**config.mk**
```make
export PLATFORM = sky130hd
export DESIGN_NAME = regfile_wb_arbiter
export DESIGN_NICKNAME = d
export VERILOG_FILES = /design/src/rtl/regfile_pkg.sv /design/src/rtl/rr_arbiter.sv /design/src/rtl/regfile_wb_arbiter.sv
export SDC_FILE = /design/constraint.sdc
export NUM_CORES = 1
export LEC_CHECK = 0
export ABC_AREA = 1
export BUFFER_PORTS_ARGS = -buffer_cell sky130_fd_sc_hd__buf_4
export CAP_MARGIN = 20
export CORE_MARGIN = 4
export CORE_UTILIZATION = 43
export DETAILED_ROUTE_END_ITERATION = 10
export PLACE_DENSITY = 0.75
export SLEW_MARGIN = 20
export SYNTH_ARGS = -nofsm -noshare
export SYNTH_HDL_FRONTEND = slang
export SYNTH_SLANG_ARGS = --single-unit
```
**constraint.sdc**
```tcl
create_clock -name clk -period 2.4 [get_ports clk]
set_clock_uncertainty 0.2 [all_clocks]
set_input_delay 0.48 -clock clk [delete_from_list [all_inputs] [get_ports clk]]
set_output_delay 0.48 -clock clk [all_outputs]
set_load 0.01 [all_outputs]
```
**src/rtl/regfile_pkg.sv**
```systemverilog
// Shared types and sizing for the register-file writeback path.
package regfile_pkg;
  localparam int XLEN       = 32;
  localparam int REG_ADDR_W = 5;
  localparam int NUM_REGS   = 32;

  typedef logic [REG_ADDR_W-1:0] reg_addr_t;
  typedef logic [XLEN-1:0]       xlen_t;

  typedef struct packed {
    reg_addr_t addr;
    xlen_t     data;
  } wb_req_t;
endpackage

```
**src/rtl/rr_arbiter.sv**
```systemverilog
// Combinational round-robin arbiter: first requester at or after ptr, searching cyclically.
module rr_arbiter #(
  parameter int N = 3
) (
  input  logic [N-1:0]         req,
  input  logic [$clog2(N)-1:0] ptr,
  output logic [N-1:0]         grant,
  output logic [$clog2(N)-1:0] grant_idx,
  output logic                 grant_valid
);
  localparam int W = $clog2(N);

  int idx;

  always_comb begin
    grant       = '0;
    grant_idx   = '0;
    grant_valid = 1'b0;
    idx         = 0;
    for (int k = 0; k < N; k++) begin
      idx = (int'(ptr) + k) % N;
      if (!grant_valid && req[idx]) begin
        grant_valid = 1'b1;
        grant[idx]  = 1'b1;
        grant_idx   = W'(idx);
      end
    end
  end
endmodule

```
**src/rtl/regfile_wb_arbiter.sv**
```systemverilog
// Round-robin share of the register-file write port plus a per-register busy scoreboard.
module regfile_wb_arbiter #(
  parameter int NUM_REQ    = 3,
  parameter int XLEN       = 32,
  parameter int REG_ADDR_W = 5
) (
  input  logic                          clk,
  input  logic                          reset,
  input  logic [NUM_REQ-1:0]            req_valid,
  output logic [NUM_REQ-1:0]            req_ready,
  input  logic [NUM_REQ*REG_ADDR_W-1:0] req_addr,
  input  logic [NUM_REQ*XLEN-1:0]       req_data,
  input  logic                          rsv_valid,
  input  logic [REG_ADDR_W-1:0]         rsv_addr,
  input  logic [REG_ADDR_W-1:0]         chk_addr_1,
  input  logic [REG_ADDR_W-1:0]         chk_addr_2,
  output logic                          chk_busy_1,
  output logic                          chk_busy_2,
  output logic [31:0]                   busy_vec,
  output logic                          rf_write_enable,
  output logic [REG_ADDR_W-1:0]         rf_write_addr,
  output logic [XLEN-1:0]               rf_write_data
);
  import regfile_pkg::*;

  localparam int PTR_W = $clog2(NUM_REQ);

  typedef struct packed {
    logic [REG_ADDR_W-1:0] addr;
    logic [XLEN-1:0]       data;
  } wb_t;

  wb_t                   req_s [NUM_REQ];
  wb_t                   win;
  logic [NUM_REQ-1:0]    grant;
  logic [PTR_W-1:0]      grant_idx;
  logic                  handshake;
  logic [PTR_W-1:0]      rr_ptr_q, rr_ptr_d;
  logic [NUM_REGS-1:0]   busy_q, busy_d;
  logic                  we_q;
  logic [REG_ADDR_W-1:0] wa_q;
  logic [XLEN-1:0]       wd_q;

  for (genvar gi = 0; gi < NUM_REQ; gi++) begin : g_unpack
    assign req_s[gi].addr = req_addr[gi*REG_ADDR_W +: REG_ADDR_W];
    assign req_s[gi].data = req_data[gi*XLEN +: XLEN];
  end

  // Masking requests with reset keeps ready low while reset is held.
  rr_arbiter #(.N(NUM_REQ)) u_arb (
    .req         (req_valid & {NUM_REQ{reset}}),
    .ptr         (rr_ptr_q),
    .grant       (grant),
    .grant_idx   (grant_idx),
    .grant_valid (handshake)
  );

  assign req_ready = grant;
  assign win       = req_s[grant_idx];

  always_comb begin
    rr_ptr_d = rr_ptr_q;
    if (handshake)
      rr_ptr_d = (grant_idx == PTR_W'(NUM_REQ-1)) ? '0 : grant_idx + 1'b1;
  end

  // Clear before set so a same-cycle re-reservation of the written register survives.
  always_comb begin
    busy_d = busy_q;
    if (handshake) busy_d[win.addr] = 1'b0;
    if (rsv_valid) busy_d[rsv_addr] = 1'b1;
    busy_d[0] = 1'b0;
  end

  always_ff @(posedge clk or negedge reset) begin
    if (!reset) begin
      rr_ptr_q <= '0;
      busy_q   <= '0;
      we_q     <= 1'b0;
      wa_q     <= '0;
      wd_q     <= '0;
    end else begin
      rr_ptr_q <= rr_ptr_d;
      busy_q   <= busy_d;
      we_q     <= handshake && (win.addr != '0);
      if (handshake) begin
        wa_q <= win.addr;
        wd_q <= win.data;
      end
    end
  end

  assign busy_vec        = busy_q;
  assign chk_busy_1      = busy_q[chk_addr_1];
  assign chk_busy_2      = busy_q[chk_addr_2];
  assign rf_write_enable = we_q;
  assign rf_write_addr   = wa_q;
  assign rf_write_data   = wd_q;
endmodule
```
Word level (Yosys, flattened, before mapping)
Index checks and enable logic that the tools add are counted.
{"block": "classes", "add_sub_neg": 3, "div_mod_pow": 3, "n_lt_le_gt_ge": 13, "n_eq_ne": 1, "muxes": 38, "bitwise_logic": 7, "reduce_logical": 11}
{"op": ">= comparator 32 x 1 -> 1 bit (second input constant)", "n": 3}
{"op": "less-than comparator 32 x 4 -> 1 bit (second input constant)", "n": 3}
{"op": "binary-select mux 37 bit (select 2 bit)", "n": 1}
{"op": "2-to-1 mux 37 bit", "n": 2}
{"op": "modulo 32 x 3 -> 32 bit (second input constant)", "n": 2}
{"op": "2-to-1 mux 32 bit", "n": 2}
{"op": "bitwise AND 32 bit", "n": 1}
{"op": "modulo 3 x 3 -> 32 bit (second input constant)", "n": 1}
{"op": "NOT 32 bit", "n": 1}
{"op": "bitwise OR 32 bit", "n": 1}
{"op": "less-than comparator 5 x 6 -> 1 bit (second input constant)", "n": 4}
{"op": "2-to-1 mux 1 bit", "n": 16}
{"op": "binary-select mux 1 bit (select 5 bit)", "n": 2}
{"op": "demux 1 bit (select 5 bit)", "n": 2}
{"op": ">= comparator 5 x 1 -> 1 bit (second input constant)", "n": 2}
{"op": "2-to-1 mux 3 bit", "n": 3}
{"op": "logical AND 1 bit", "n": 8}
{"op": "2-to-1 mux 2 bit", "n": 4}
{"op": "binary-select mux 1 bit (select 2 bit)", "n": 3}
{"op": "demux 1 bit (select 2 bit)", "n": 3}
{"op": "bitwise OR 3 bit", "n": 2}
{"op": "nonzero test 5 bit", "n": 1}
{"op": "adder 2 x 1 -> 3 bit (second input constant)", "n": 1}
{"op": "adder 2 x 2 -> 3 bit (second input constant)", "n": 1}
{"op": "other kinds (6)", "n": 7}
{"block": "word_totals", "reg_bits": 71, "elab_cells": 81}

Depth between registers and ports, before layout
{"block": "logic_depth", "depth_word": 24, "ltp_mapped": 20, "ltp_nobuf": 19}

Modules after synthesis
From an unflattened synthesis, not the netlist that was laid out.
{"block": "hier_totals", "cells_unflattened": 673, "area_unflattened_um2": 4660.7}
{"mod": "regfile_wb_arbiter", "n_inst": 1, "cells_per_inst": 612, "area_per_inst_um2": 4340.4}
{"mod": "rr_arbiter", "n_inst": 1, "cells_per_inst": 61, "area_per_inst_um2": 320.3}

Worst setup path after synthesis
Ideal clock, no wire load.
{"block": "synth_path", "kind": "reg2reg", "from": "register rr_ptr_q[0]", "to": "register busy_q[26] (netlist: busy_vec[26])", "setup_time_ns": 0.121, "t_arrival_ns": 2.170, "setup_slack_ns": -0.091, "path_stages_with_launch": 18, "path_buffers": 1, "period_less_slack_ns": 2.491, "path_cell_list": "dfrtp_1 inv_1 ha_1 inv_2 nand3_1 nand3_1 nand2_1 nand3_2 nor2_2 nor2_4 inv_2 buf_6 nand2_2 nand2_4 inv_2 nand3_1 o21ai_1 nand2_1"}
{"block": "synth_via", "elab_chain_len": 24}
{"element": "from (decl)", "line": "regfile_wb_arbiter.sv:38", "text": "logic [PTR_W-1:0] rr_ptr_q, rr_ptr_d;"}
{"element": "from (signal assigned)", "line": "regfile_wb_arbiter.sv:83", "text": "rr_ptr_q <= rr_ptr_d;"}
{"element": "parallel branches: the longest is 21 deep, another holds modulo 32 x 3 -> 32 bit"}
{"element": "2-to-1 mux 32 bit (*)", "line": "regfile_wb_arbiter.sv:70", "text": "if (handshake) busy_d[win.addr] = 1'b0;"}
{"element": "bitwise OR 32 bit (no source line)"}
{"element": "2-to-1 mux 32 bit (*)", "line": "regfile_wb_arbiter.sv:71", "text": "if (rsv_valid) busy_d[rsv_addr] = 1'b1;"}
{"element": "net busy_d[26]", "line": "regfile_wb_arbiter.sv:39", "text": "logic [NUM_REGS-1:0] busy_q, busy_d;"}
{"element": "to (signal assigned)", "line": "regfile_wb_arbiter.sv:84", "text": "busy_q <= busy_d;"}
{"element": "to (decl)", "line": "regfile_wb_arbiter.sv:39"}
Mark *: on every way through the listed nets, which the timed path passes. The select of a mux whose other input is x is not followed.
A chain may end at the register's enable or synchronous reset.

Worst setup path after layout
{"block": "layout_path", "from": "register rr_ptr_q[1]", "to": "register busy_q[17] (netlist: busy_vec[17])"}
The elaborated chain is that of the path after synthesis.

==> results.sh <==
export IMPL_setup_viol=73
export IMPL_wl_per_cell_um=20.61
export IMPL_clock_latency_ns=0.36
export IMPL_syn_inst=672
export IMPL_antenna_cells=0
export IMPL_dieWidth_um=111.6
export IMPL_hold_viol_final=0
export IMPL_drc=0
export IMPL_leakagePower_uw=0.003962
export IMPL_fillers=602
export IMPL_detail_route_vias_per_cell=5.906
export IMPL_fin_cells=1106
export IMPL_crit_fanout=5
export IMPL_outcome="finished with violations"
export IMPL_grt_pass1_vias=6348
export IMPL_critPathTopFamily="simple AND/OR/NAND/NOR gates"
export IMPL_crit_chain="ha_4 -> inv_4 -> nand3_2 -> nand3_2 -> nand2_4 -> buf_6 -> nand4_4 -> nand2_8 -> buf_8 -> buf_6 -> nand2_4 -> nand3_4 -> nand2_4 -> nor2_4 -> nand2_2 -> o21ai_2 -> nand2_1"
export IMPL_synth_simple_area_share_pct=31.67
export IMPL_place_inst=1025
export IMPL_synth_top_family_by_area="simple AND/OR/NAND/NOR gates"
export IMPL_grt_pass1_wl_mm=32.20
export IMPL_drt_pass1_iter_count=5
export IMPL_crit_cells=17
export IMPL_violations="setup timing"
export IMPL_required_ns=2.45
export IMPL_cp_num_buf_inv=4
export IMPL_dieHeight_um=111.6
export IMPL_drive_gt1_share_pct=53.51
export IMPL_max_slew_margin_pct=39.56
export IMPL_final_net_count=1102
export IMPL_synth_nets=808
export IMPL_cts_made_buffers=9
export IMPL_port_buffers=205
export IMPL_ant_nets=0
export IMPL_async_flop_share_pct=100.0
export IMPL_design_die_area_um2=12460
export IMPL_hold_buffers=0
export IMPL_rows=37
export IMPL_grt_antenna_before_repair=0
export IMPL_worstRegToRegCells=17
export IMPL_period_share_pct=117.0
export IMPL_synthAdderAreaFrac_pct=1.084
export IMPL_grtUsageTotal_pct=31.86
export IMPL_setup_ws_ns=-0.4069
export IMPL_fp_coreArea_um2=10370
export IMPL_cap_violations=0
export IMPL_hold_path_depth=3
export IMPL_synthFlopType="dfrtp_1"
export IMPL_syn_to_final_growth_pct=83.39
export IMPL_start_util_pct=44.53
export IMPL_startpoint_type="flop"
export IMPL_worst_slew_pin_slew_ns=0.9066
export IMPL_cts_max_level=3
export IMPL_clkTransAtPathRegs_ns=0.08
export IMPL_overflow=0
export IMPL_slew_violations=0
export IMPL_grt_max_degree=72
export IMPL_critical_path_class="flop to flop"
export IMPL_max_stage_delay_ns=0.44
export IMPL_synth_edf_count=0
export IMPL_io_pin_count=207
export IMPL_ir_drop_mv=1.212
export IMPL_clk_path_buf_depth=2
export IMPL_end_kind="flop"
export IMPL_ys_types=34
export IMPL_ys_seq_area_share_pct=38.47
export IMPL_syn_cell_area_um2=4618
export IMPL_hpwl_mm=13.48
export IMPL_postRouteWirelength_mm=22.80
export IMPL_vias=6532
export IMPL_min_period_ns=2.807
export IMPL_fmax_ghz=0.3563
export IMPL_cts_num_sinks=71
export IMPL_power_density_nw_per_um2=2001
export IMPL_slowest_stage="dfrtp_2"
export IMPL_critical_path_arrival_ns=2.86
export IMPL_syn_avg_cell_area_um2=6.872
export IMPL_pre_cts_ws_ns=-0.2835
export IMPL_critPathMostFrequentCell="nand2_4"
export IMPL_rsz0062_at_grt="yes"
export IMPL_hp_class="input pin to flop"
export IMPL_yosys_warnings=0
export IMPL_cts_tree="yes"
export IMPL_synthMuxAreaShare_pct=0
export IMPL_synth_compound_area_share_pct=22.13
export IMPL_synth_xor_area_share_pct=0
export IMPL_root_buffer="clkbuf_8"
export IMPL_gp_congestion=0.9271
export IMPL_synth_seq_cells=71
export IMPL_final_core_util_pct=81.67
export IMPL_drtIter0Drc=607
-- tightest hold or removal path, cell delays in order --
cell and delay (ns):
buf_4 0.09, o21ai_4 0.05, a21oi_2 0.09
-- registers in the layout (all words and copies together), names as in the netlist --
name,count
rf_write_addr,5
rf_write_enable,1
rf_write_data,32
busy_vec,31
rr_ptr_q,2
-- logic make-up after synthesis --
family | Yosys count
other cells | 1
buf+inv | 66
flops | 71
fa+ha+maj | 4
compound gates | 191
simple gates | 339
-- area by class of cell --
type                       count  area, um^2  share of cell area (%)
clock inverter                 3       18.77                  0.2216
sequential                    71        1778                   20.99
timing repair inverter         2       20.02                  0.2364
clock buffer                  12       155.1                   1.832
multi-input combinational    535        3470                   40.97
tap                          136       170.2                   2.009
timing repair buffer         310        2669                   31.51
inverter                      37       188.9                   2.231
-- worst paths after layout --
path	startpoint	to	slack, ns
worst max-delay path	rr_ptr_q[1]	busy_vec[17]	-0.41
worst min-delay path	req_data[0]	rf_write_data[0]	0.18
worst max register to register	rr_ptr_q[1]	busy_vec[17]	-0.41
worst min register to register	rf_write_addr[1]	rf_write_addr[1]	0.30
max in group asynchronous	reset	rr_ptr_q[1]	1.11
min in group asynchronous	reset	rf_write_data[0]	0.27
-- where the power goes --
| group | internal [uW] | switching, uW | leakage, uW | total, uW |
|---|---|---|---|---|
| Clock | 425 | 472 | 0.0000922 | 897 |
| Combinational | 6040 | 7610 | 0.00303 | 13700 |
| Sequential | 1850 | 547 | 0.000844 | 2400 |
| Total | 8320 | 8630 | 0.00396 | 16900 |
-- cells in the final DEF, fill, tap and decap left out, types with 3 or more instances in the layout --
| cell type | synthesis | layout |
|---|---|---|
| o21ai_2 | 1 | 38 |
| nor2_4 | 4 | 23 |
| inv_2 | 6 | 6 |
| inv_1 | 29 | 20 |
| clkbuf_8 | 0 | 11 |
| o21ai_0 | 55 | 29 |
| nand2_1 | 132 | 99 |
| buf_8 | 0 | 3 |
| o21ai_1 | 44 | 26 |
| a21oi_1 | 68 | 60 |
| o21ai_4 | 0 | 7 |
| dfrtp_1 | 71 | 70 |
| buf_12 | 0 | 7 |
| o22ai_1 | 4 | 4 |
| buf_6 | 5 | 31 |
| a21oi_2 | 0 | 7 |
| o211ai_1 | 4 | 4 |
| inv_4 | 0 | 4 |
| buf_4 | 2 | 263 |
| nor2_2 | 1 | 20 |
| nand2_2 | 7 | 23 |
| nor3_1 | 9 | 9 |
| nand3_1 | 39 | 11 |
| o221ai_1 | 9 | 8 |
| clkinvlp_4 | 0 | 4 |
| nand3_2 | 3 | 15 |
| nor2_1 | 136 | 98 |
| nand2_4 | 5 | 19 |
| nand3_4 | 0 | 16 |
| buf_16 | 0 | 4 |
| a31oi_1 | 4 | 4 |
| nand2_8 | 0 | 3 |
-- metal layers --
metal	track usage, %	vias to the layer above	wire [um]
li1	-	2847	-
met1	33.78	3074	7672
met2	57.11	461	11610
met3	7.663	150	1913
met4	18.73	0	1596
met5	0	-	0
-- metrics by stage --
step | area (um^2) | power, uW | setup TNS [ns] | hold slack, ns
6_report | 8469 | 16950 | -19.30 | 0.1831
4_1_cts | 7729 | 14060 | -7.679 | 0.1889
3_5_place_dp | 6530 | 10020 | -12.07 | 0.2846
2_1_floorplan | 4651 | 7095 | -0.01090 | -0.01559
5_1_grt | 8469 | 17760 | -26.17 | 0.1942
3_3_place_gp | 6530 | 9804 | -3.884 | 0.2727
-- Yosys cell counts, types with 3 or more instances --
cell type  number  area share (%)
o221ai_1        9             1.7
buf_2           7            0.76
a21oi_1        68             7.4
nand2_4         5             1.2
o21ai_0        55             6.0
nor2_4          4            0.98
o21ai_1        44             4.8
dfrtp_1        71              38
nand3_1        39             4.2
clkbuf_1       11            0.89
ha_1            4             1.1
inv_1          29             2.4
nand3_2         3            0.65
nor2_1        136              11
inv_2           6            0.49
buf_1           4            0.33
o211ai_1        4            0.65
a31oi_1         4            0.54
nand2_2         7            0.95
nand2_1       132              11
nor3_1          9            0.98
o22ai_1         4            0.54
buf_6           5             1.2
-- what timing repair did --
| action | in CTS | in global routing |
|---|---|---|
| pin swaps | 56 | 60 |
| setup buffers | 38 | 20 |
| cloned | 7 | 3 |
| resized for setup | 161 | 151 |
| hold endpoints to repair | 0 | 0 |
| setup endpoints to repair | 72 | 76 |
Note: power is estimated with default switching activity, not from simulation.
